### src/rtl/ham21_encoder_stream.sv
// Streaming Hamming(21,16) even-parity encoder with a 1-entry skid buffer and
// one-shot single-bit error injection for exercising the decoder end to end.
module ham21_encoder_stream #(
    parameter int CNT_W = 16
) (
    input  logic             clk,
    input  logic             rst_n,
    input  logic             in_valid,
    output logic             in_ready,
    input  logic [15:0]      in_data,
    output logic             out_valid,
    input  logic             out_ready,
    output logic [20:0]      out_code,
    input  logic             inj_arm,
    input  logic [4:0]       inj_pos,
    output logic             inj_armed,
    output logic [CNT_W-1:0] word_cnt
);

    // Bit i of the codeword is Hamming position i+1; masks select positions with bit k set.
    function automatic logic [20:0] f_encode(input logic [15:0] d);
        logic [20:0] c;
        c        = '0;
        c[2]     = d[0];
        c[6:4]   = d[3:1];
        c[14:8]  = d[10:4];
        c[20:16] = d[15:11];
        c[0]     = ^(c & 21'h155555);
        c[1]     = ^(c & 21'h066666);
        c[3]     = ^(c & 21'h187878);
        c[7]     = ^(c & 21'h007F80);
        c[15]    = ^(c & 21'h1F8000);
        return c;
    endfunction

    logic             r_live;
    logic             r_out_valid;
    logic [20:0]      r_out_code;
    logic             r_skid_valid;
    logic [20:0]      r_skid_code;
    logic             r_inj_armed;
    logic [4:0]       r_inj_pos;
    logic [CNT_W-1:0] r_word_cnt;

    logic             w_acc;
    logic             w_ho;
    logic [20:0]      w_flip;
    logic [20:0]      w_enc;

    // in_ready depends only on registered state, never on out_ready.
    assign in_ready  = r_live & ~r_skid_valid;
    assign out_valid = r_out_valid;
    assign out_code  = r_out_code;
    assign inj_armed = r_inj_armed;
    assign word_cnt  = r_word_cnt;

    assign w_acc = in_valid & in_ready;
    assign w_ho  = r_out_valid & out_ready;

    always_comb begin
        w_flip = '0;
        if (r_inj_armed && r_inj_pos >= 5'd1 && r_inj_pos <= 5'd21)
            w_flip = 21'd1 << (r_inj_pos - 5'd1);
    end

    assign w_enc = f_encode(in_data) ^ w_flip;

    always_ff @(posedge clk or negedge rst_n) begin
        if (!rst_n) begin
            r_live       <= 1'b0;
            r_out_valid  <= 1'b0;
            r_out_code   <= '0;
            r_skid_valid <= 1'b0;
            r_skid_code  <= '0;
            r_inj_armed  <= 1'b0;
            r_inj_pos    <= '0;
            r_word_cnt   <= '0;
        end else begin
            r_live <= 1'b1;

            if (w_ho) begin
                r_word_cnt <= r_word_cnt + CNT_W'(1);
                if (r_skid_valid) begin
                    r_out_code   <= r_skid_code;
                    r_skid_valid <= 1'b0;
                end else if (w_acc) begin
                    r_out_code <= w_enc;
                end else begin
                    r_out_valid <= 1'b0;
                end
            end else if (w_acc) begin
                if (r_out_valid) begin
                    r_skid_code  <= w_enc;
                    r_skid_valid <= 1'b1;
                end else begin
                    r_out_code  <= w_enc;
                    r_out_valid <= 1'b1;
                end
            end

            // A same-cycle arm targets the word after the one accepted now.
            if (inj_arm) begin
                r_inj_armed <= 1'b1;
                r_inj_pos   <= inj_pos;
            end else if (w_acc) begin
                r_inj_armed <= 1'b0;
            end
        end
    end

endmodule

### config.mk
export PLATFORM = sky130hd
export DESIGN_NAME = ham21_encoder_stream
export DESIGN_NICKNAME = d
export VERILOG_FILES = /design/src/rtl/ham21_encoder_stream.sv
export SDC_FILE = /design/constraint.sdc
export NUM_CORES = 1
export LEC_CHECK = 0
export BUFFER_PORTS_ARGS = -buffer_cell sky130_fd_sc_hd__clkbuf_2
export CORE_MARGIN = 3
export CORE_UTILIZATION = 55
export CTS_CLUSTER_SIZE = 24
export DETAILED_ROUTE_END_ITERATION = 10
export PLACE_DENSITY = 0.86
export SLEW_MARGIN = 20
export SYNTH_ARGS = -nofsm -noshare
export SYNTH_HDL_FRONTEND = slang
export SYNTH_SLANG_ARGS = --single-unit
### constraint.sdc
create_clock -name clk -period 2.2 [get_ports clk]
set_input_delay 0 -clock clk [delete_from_list [all_inputs] [get_ports clk]]
set_output_delay 0 -clock clk [all_outputs]
set_load 0.005 [all_outputs]
==> results of run 1 <==
==> final timing paths <==
path                              start         endpoint  slack, ns  depth (start not counted)
max in group asynchronous         rst_n        inj_armed       1.25                          3
hold reg to reg            word_cnt[15]     word_cnt[15]       0.48                          1
setup reg to reg           r_inj_pos[3]      out_code[0]       0.20                          5
min in group asynchronous         rst_n      word_cnt[5]       0.29                          2
hold / removal              in_data[11]  r_skid_code[16]       0.05                          3
setup / recovery           r_inj_pos[3]      out_code[0]       0.20                          5
==> layout by cell type (no fill, tap or decap), drive strengths merged, types with 2 or more instances in the layout <==
cell type	n
a21oi	8
and3	3
and4bb	3
buf	7
clkbuf	76
clkinv	2
dfrtp	67
dlygate4sd3	8
ha	2
inv	4
mux2	25
mux2i	15
nand2	38
nand2b	2
nand3	10
nand4	4
nand4b	2
nor2	17
nor2b	3
nor3	4
o21ai	23
o31ai	2
xnor2	39
xnor3	5
xor2	10
==> registers in the layout (all words and copies together) (netlist names) <==
register and flops:
inj_armed 1, out_code 21, out_valid 1, r_inj_pos 5, r_live 1, r_skid_code 21
r_skid_valid 1, word_cnt 16
==> layout make-up <==
class / instances / area share (%)
clock buffers: 11 / 3.42
clock inverters: 3 / 0.969
inverters: 4 / 0.363
multi-input cells: 227 / 41.0
flip-flops and latches: 67 / 40.6
well taps: 75 / 2.27
repair buffers: 80 / 11.4
==> worst register-to-register path: stages (launching register included) <==
cell,delay (ns)
dfrtp_1,0.43
or4b_1,0.61
or3_1,0.43
nor4bb_1,0.16
mux2i_1,0.14
o211ai_1,0.10
==> where the power goes <==
part           switching, mW  internal (mW)  leakage [nW]
clock network          0.441          0.538        0.0950
logic                  0.690          0.759         0.963
registers              0.331           1.70         0.827
==> through the flow <==
stage,hold WS [ns],power (mW),std cells
2_1_floorplan,-0.296,2.89,311
3_3_place_gp,0.117,3.37,445
3_5_place_dp,0.126,3.48,445
4_1_cts,0.0346,4.49,467
5_1_grt,0.0734,4.76,467
6_report,0.0518,4.45,467
==> repair_timing <==
action	in CTS	in global routing
gates resized for setup	0	0
endpoints found under the hold margin	37	0
hold buffers	8	0
setup endpoints to repair	0	0
setup buffers	0	0
==> metal layers <==
layer / part of all wire (%) / global-route usage, % / vias to the layer above
li1: - / - / 1223
met1: 43 / 28.8 / 1236
met2: 49 / 36.9 / 95
met3: 6.0 / 6.41 / 16
met4: 2.5 / 9.78 / 0
met5: 0 / 0 / -
==> logic make-up after synthesis <==
family | count (synthesis) | synth area share, %
xor+xnor | 55 | 16.5
buf+inv | 17 | 1.93
compound gates | 39 | 6.41
fa+ha+maj | 2 | 0.728
flops | 67 | 48.8
other cells | 1 | 0.109
mux | 40 | 12.7
simple gates | 90 | 12.9
==> summary.txt, run 1 <==
GRT
  – Vias in the first global route: 2655
  – GRT overflow: 0
  – Largest net degree at the start of global routing: 32
  – Initial antenna violation count: 0
  – First-pass GRT wire length: 12900 um
  – Overall routing resource usage: 22.9%

Flow run
  – Maxcap violations: 0

Worst setup path
  – Worst Setup Start Kind: flip-flop
  – CP Class: reg -> reg
  – Crit-path cells: or4b_1 -> or3_1 -> nor4bb_1 -> mux2i_1 -> o211ai_1
  – Critical path buffers and inverters: 0
  – Largest stage delay, worst path: approximately 0.6 ns
  – Delay-heaviest family, CP: simple AND/OR/NAND/NOR gates
  – CP endpoint kind: flip-flop
  – CP Max Fanout: 7
  – Crit path DAT: roughly 2.2 ns
  – Slowest stage cell, crit path: or4b_1
  – Worst Path Required: 2.42 ns

Drt
  – Drt pass-1 iters: 4
  – Routed WL: between 7000 and 8000 um
  – Antenna Nets Post-Route: 0
  – Via count: 2570
  – Drt via density: 5.50
  – WL per Instance: 16.4 um
  – First-iteration detailed-routing DRC count: 138
  – Drt drc: 0

Logic synthesis
  – Synthesized area per cell: 11.0 um^2
  – Count of distinct cell types in the synthesized netlist: 37
  – Top post-synthesis cells by area: dfrtp_1 (49%), xnor2_1 (9.9%), mux2_2 (7.9%), mux2i_1 (4.4%), nand2_1 (4.2%)
  – Post-synth top area share: 48.8%
  – Syn nets: 339
  – Ys Warns: 0
  – Number of flops mapped to enable cells by yosys: 0
  – Cell with the most instances after synthesis: dfrtp_1
  – Mapped Cells: 311
  – Most used DFF post-synth: dfrtp_1
  – Asr flop ratio synth: 100%
  – Ranking of synthesized cells by instance count: dfrtp_1 (67), xnor2_1 (39), nand2_1 (38)
  – Post-synthesis cell area: between 3000 and 4000 um^2
  – Area leader, netlist: dfrtp_1
  – Number of synthesized register bits: 67
  – Sequential element share of the synthesized area: roughly half

Placement
  – Placed wire-length estimate: between 5000 and 6000 um
  – Placement Cell Area: a little under 4000 um^2
  – RD Place Congestion: approximately 0.84
  – Pre-CTS setup slack: 0.218 ns
  – IO Port Bufs: 65

Floorplan
  – Top Ports: 66
  – DIE WIDTH: 85.0 um
  – Row cnt: 28
  – Initial Utilization: a little under three fifths
  – Die footprint: 7230 um^2
  – Core area: 5990 um^2
  – Die height: 85.0 um

STA
  – Setup tns final: 0 ns
  – Clk_skew: between 0.007 and 0.008 ns
  – Slew Limit Fails: 0
  – Worst-Margin Slew: 0.821 ns
  – Crit share post-route: 91.1%
  – Final setup fails: 0
  – Final min period: between 2 and 2.5 ns
  – Maximum clock rate: approximately 500 MHz
  – RSZ-0062 raised after global routing: no
  – Worst slew margin: between 40% and 50%
  – Final hold viol count: 0
  – Setup ws final: 0.196 ns

Cells and area
  – Multi-input gate area: around 1700 um^2
  – Antenna diode count: 0
  – Area growth syn-to-layout: 20.4%
  – Sequential cell area: around 1700 um^2
  – Filler cells: between 400 and 500
  – Final core utilization: slightly below 70%
  – Nets: 417
  – Cell area after layout: 4130 um^2
  – Layout cells sized above 1: 29.3%

Pwr
  – Leak: 1.88 nW
  – Peak supply drop: 0.624 mV
  – Pwr Density: 1080 nW/um^2

Run status
  – Status: complete, no violations

Clock tree
  – Clock Tree Buf Depth: 2
  – Clock buffer count from CTS: 9
  – Clock sink total: 67
  – Clock root cell: clkbuf_8
  – Clk slew on worst S/H paths: 0.06 ns
  – H-tree depth: 3
  – Clock insertion delay at the later pin of the skew report: 0.34 ns
  – CTS tree: built

Worst hold path
  – Hold Path Class: in -> reg
(Power assumes the default switching activity.)
==> run 2: changes to the inputs <==
--- a/config.mk
+++ b/config.mk
@@ -7,10 +7,12 @@
 export LEC_CHECK = 0
 export BUFFER_PORTS_ARGS = -buffer_cell sky130_fd_sc_hd__clkbuf_2
 export CORE_MARGIN = 3
-export CORE_UTILIZATION = 55
+export CORE_UTILIZATION = 57
+export CTS_BUF_LIST = sky130_fd_sc_hd__clkbuf_8
+export CTS_CLUSTER_DIAMETER = 50
 export CTS_CLUSTER_SIZE = 24
 export DETAILED_ROUTE_END_ITERATION = 10
-export PLACE_DENSITY = 0.86
+export PLACE_DENSITY = 0.89
 export SLEW_MARGIN = 20
 export SYNTH_ARGS = -nofsm -noshare
 export SYNTH_HDL_FRONTEND = slang
==> summary.txt, run 2 (synthesized netlist as in run 1, its figures left out) <==
Cells and area
  – Antenna diode count: 0
  – Commonest non-fill, non-tap cell in the layout: dfrtp_1
  – Layout cells sized above 1: ~30%
  – Nets: 416
  – Final std cells w/o fill: between 400 and 500
  – Area growth syn-to-layout: 21.4%
  – Most frequent cells in the layout: dfrtp_1 (67), clkbuf_2 (65), xnor2_1 (39)

GRT
  – Initial antenna violation count: 0
  – Vias in the first global route: 2624
  – First-pass GRT wire length: 12500 um
  – Overall routing resource usage: 22.6%
  – GRT overflow: 0
  – Largest net degree at the start of global routing: 42

Clock tree
  – Postcts setup bufs: 0
  – Clk slew on worst S/H paths: 0.07 ns
  – H-tree depth: 3
  – Clock Tree Buf Depth: 2
  – Clock buffer count from CTS: 9
  – CTS tree: built
  – Clock insertion delay at the later pin of the skew report: 0.35 ns
  – Clock sink total: 67
  – Clock root cell: clkbuf_8

Flow run
  – Maxcap violations: 0

Placement
  – Dpl cells: between 400 and 500
  – RD Place Congestion: 0.833
  – IO Port Bufs: 65
  – Placed wire-length estimate: 5270 um

Worst setup path
  – CP endpoint kind: flip-flop
  – R2R setup slack: 0.18 ns
  – CP Class: reg -> reg
  – Crit path DAT: 2.24 ns
  – Worst Setup Start Kind: flip-flop
  – Worst Path Required: 2.42 ns
  – CP Max Fanout: 7

STA
  – Final hold viol count: 0
  – Final setup fails: 0
  – Worst-Margin Slew: 0.708 ns
  – Crit share post-route: 92.0%
  – Maximum clock rate: 494 MHz
  – Final min period: 2.02 ns
  – Setup tns final: 0 ns
  – Slew Limit Fails: 0
  – RSZ-0062 raised after global routing: no
  – Worst slew margin: 52.8%
  – Clk_skew: 0.00556 ns

Drt
  – First-iteration detailed-routing DRC count: 152
  – Antenna Nets Post-Route: 0
  – Drt drc: 0
  – Routed WL: 7080 um
  – Drt via density: 5.41
  – Via count: 2515
  – WL per Instance: 15.2 um
  – Drt pass-1 iters: 4

Pwr
  – Leak: 1.90 nW
  – Peak supply drop: 0.748 mV
  – Pwr Density: 1100 nW/um^2

Floorplan
  – Initial Utilization: 60.5%
  – Top Ports: 66
  – Row cnt: 27
  – Die footprint: 6990 um^2
  – Core area: 5680 um^2
  – DIE WIDTH: 83.6 um
  – Die height: 83.6 um

Run status
  – Status: complete, no violations

Worst hold path
  – Hold Path Class: in -> reg
run 2: cell types whose count changed in the layout (fill, tap and decap cells not counted), sizes merged:
cell | previous run | this run
clkinv | 2 | 1
buf | 7 | 6
clkinvlp | 0 | 1
inv | 4 | 5
bufinv | 1 | 2
run 2: path summary, 6_finish.rpt:
check | start | to | cells past startpoint
max in group asynchronous | rst_n | r_skid_code[4] | 3
max | r_inj_pos[3] | out_code[0] | 5
min in group asynchronous | rst_n | word_cnt[7] | 2
min reg2reg | out_code[8] | out_code[8] | 2
max reg2reg | r_inj_pos[3] | out_code[0] | 5
min | in_valid | inj_armed | 3
run 2: what timing repair did:
action                                  4_1_cts  5_1_grt
endpoints found under the setup margin        0        0
hold buffers                                  8        0
gates resized for setup                       0        0
endpoints found under the hold margin        33        0
run 2: report_power, final:
| part | total (mW) | switching (mW) | internal [mW] | leakage, nW |
|---|---|---|---|---|
| Combinational | 1.43 | 0.671 | 0.755 | 0.958 |
| Sequential | 2.01 | 0.317 | 1.69 | 0.827 |
| Clock | 1.15 | 0.460 | 0.694 | 0.117 |
| Total | 4.59 | 1.45 | 3.14 | 1.90 |
run 2: worst max-delay path: stages, from the launching register on:
cell and delay (ns):
dfrtp_1 0.43, or4b_1 0.60, or3_1 0.43, nor4bb_1 0.17
mux2i_1 0.16, o211ai_1 0.11
run 2: metrics by stage:
stage	power [mW]	util (%)	worst slack, ns	cell area (um^2)	hold slack [ns]
finish	4.59	73.5	0.177	4170	0.0513
global route	4.93	73.5	0.106	4170	0.0732
CTS	4.64	73.5	0.179	4170	0.0398
detailed placement	3.46	68.0	0.201	3860	0.0811
global placement	3.36	68.0	0.267	3860	0.0633
floorplan	2.89	-	0.334	3430	-0.296
run 2: final cells by class:
class / count / area [um^2]
clock buffer: 11 / 151
multi-input combinational: 227 / 1700
fill: 387 / 1510
timing repair buffer: 79 / 463
tap: 72 / 90.1
clock inverter: 5 / 76.3
sequential: 67 / 1680
inverter: 4 / 15.0
run 2: per-layer routing:
layer	GRT usage [%]	vias to the layer above	wire, um
li1	-	1225	-
met1	29.0	1208	3070
met2	37.0	69	3500
met3	5.53	13	349
met4	9.06	0	162
met5	0	-	0
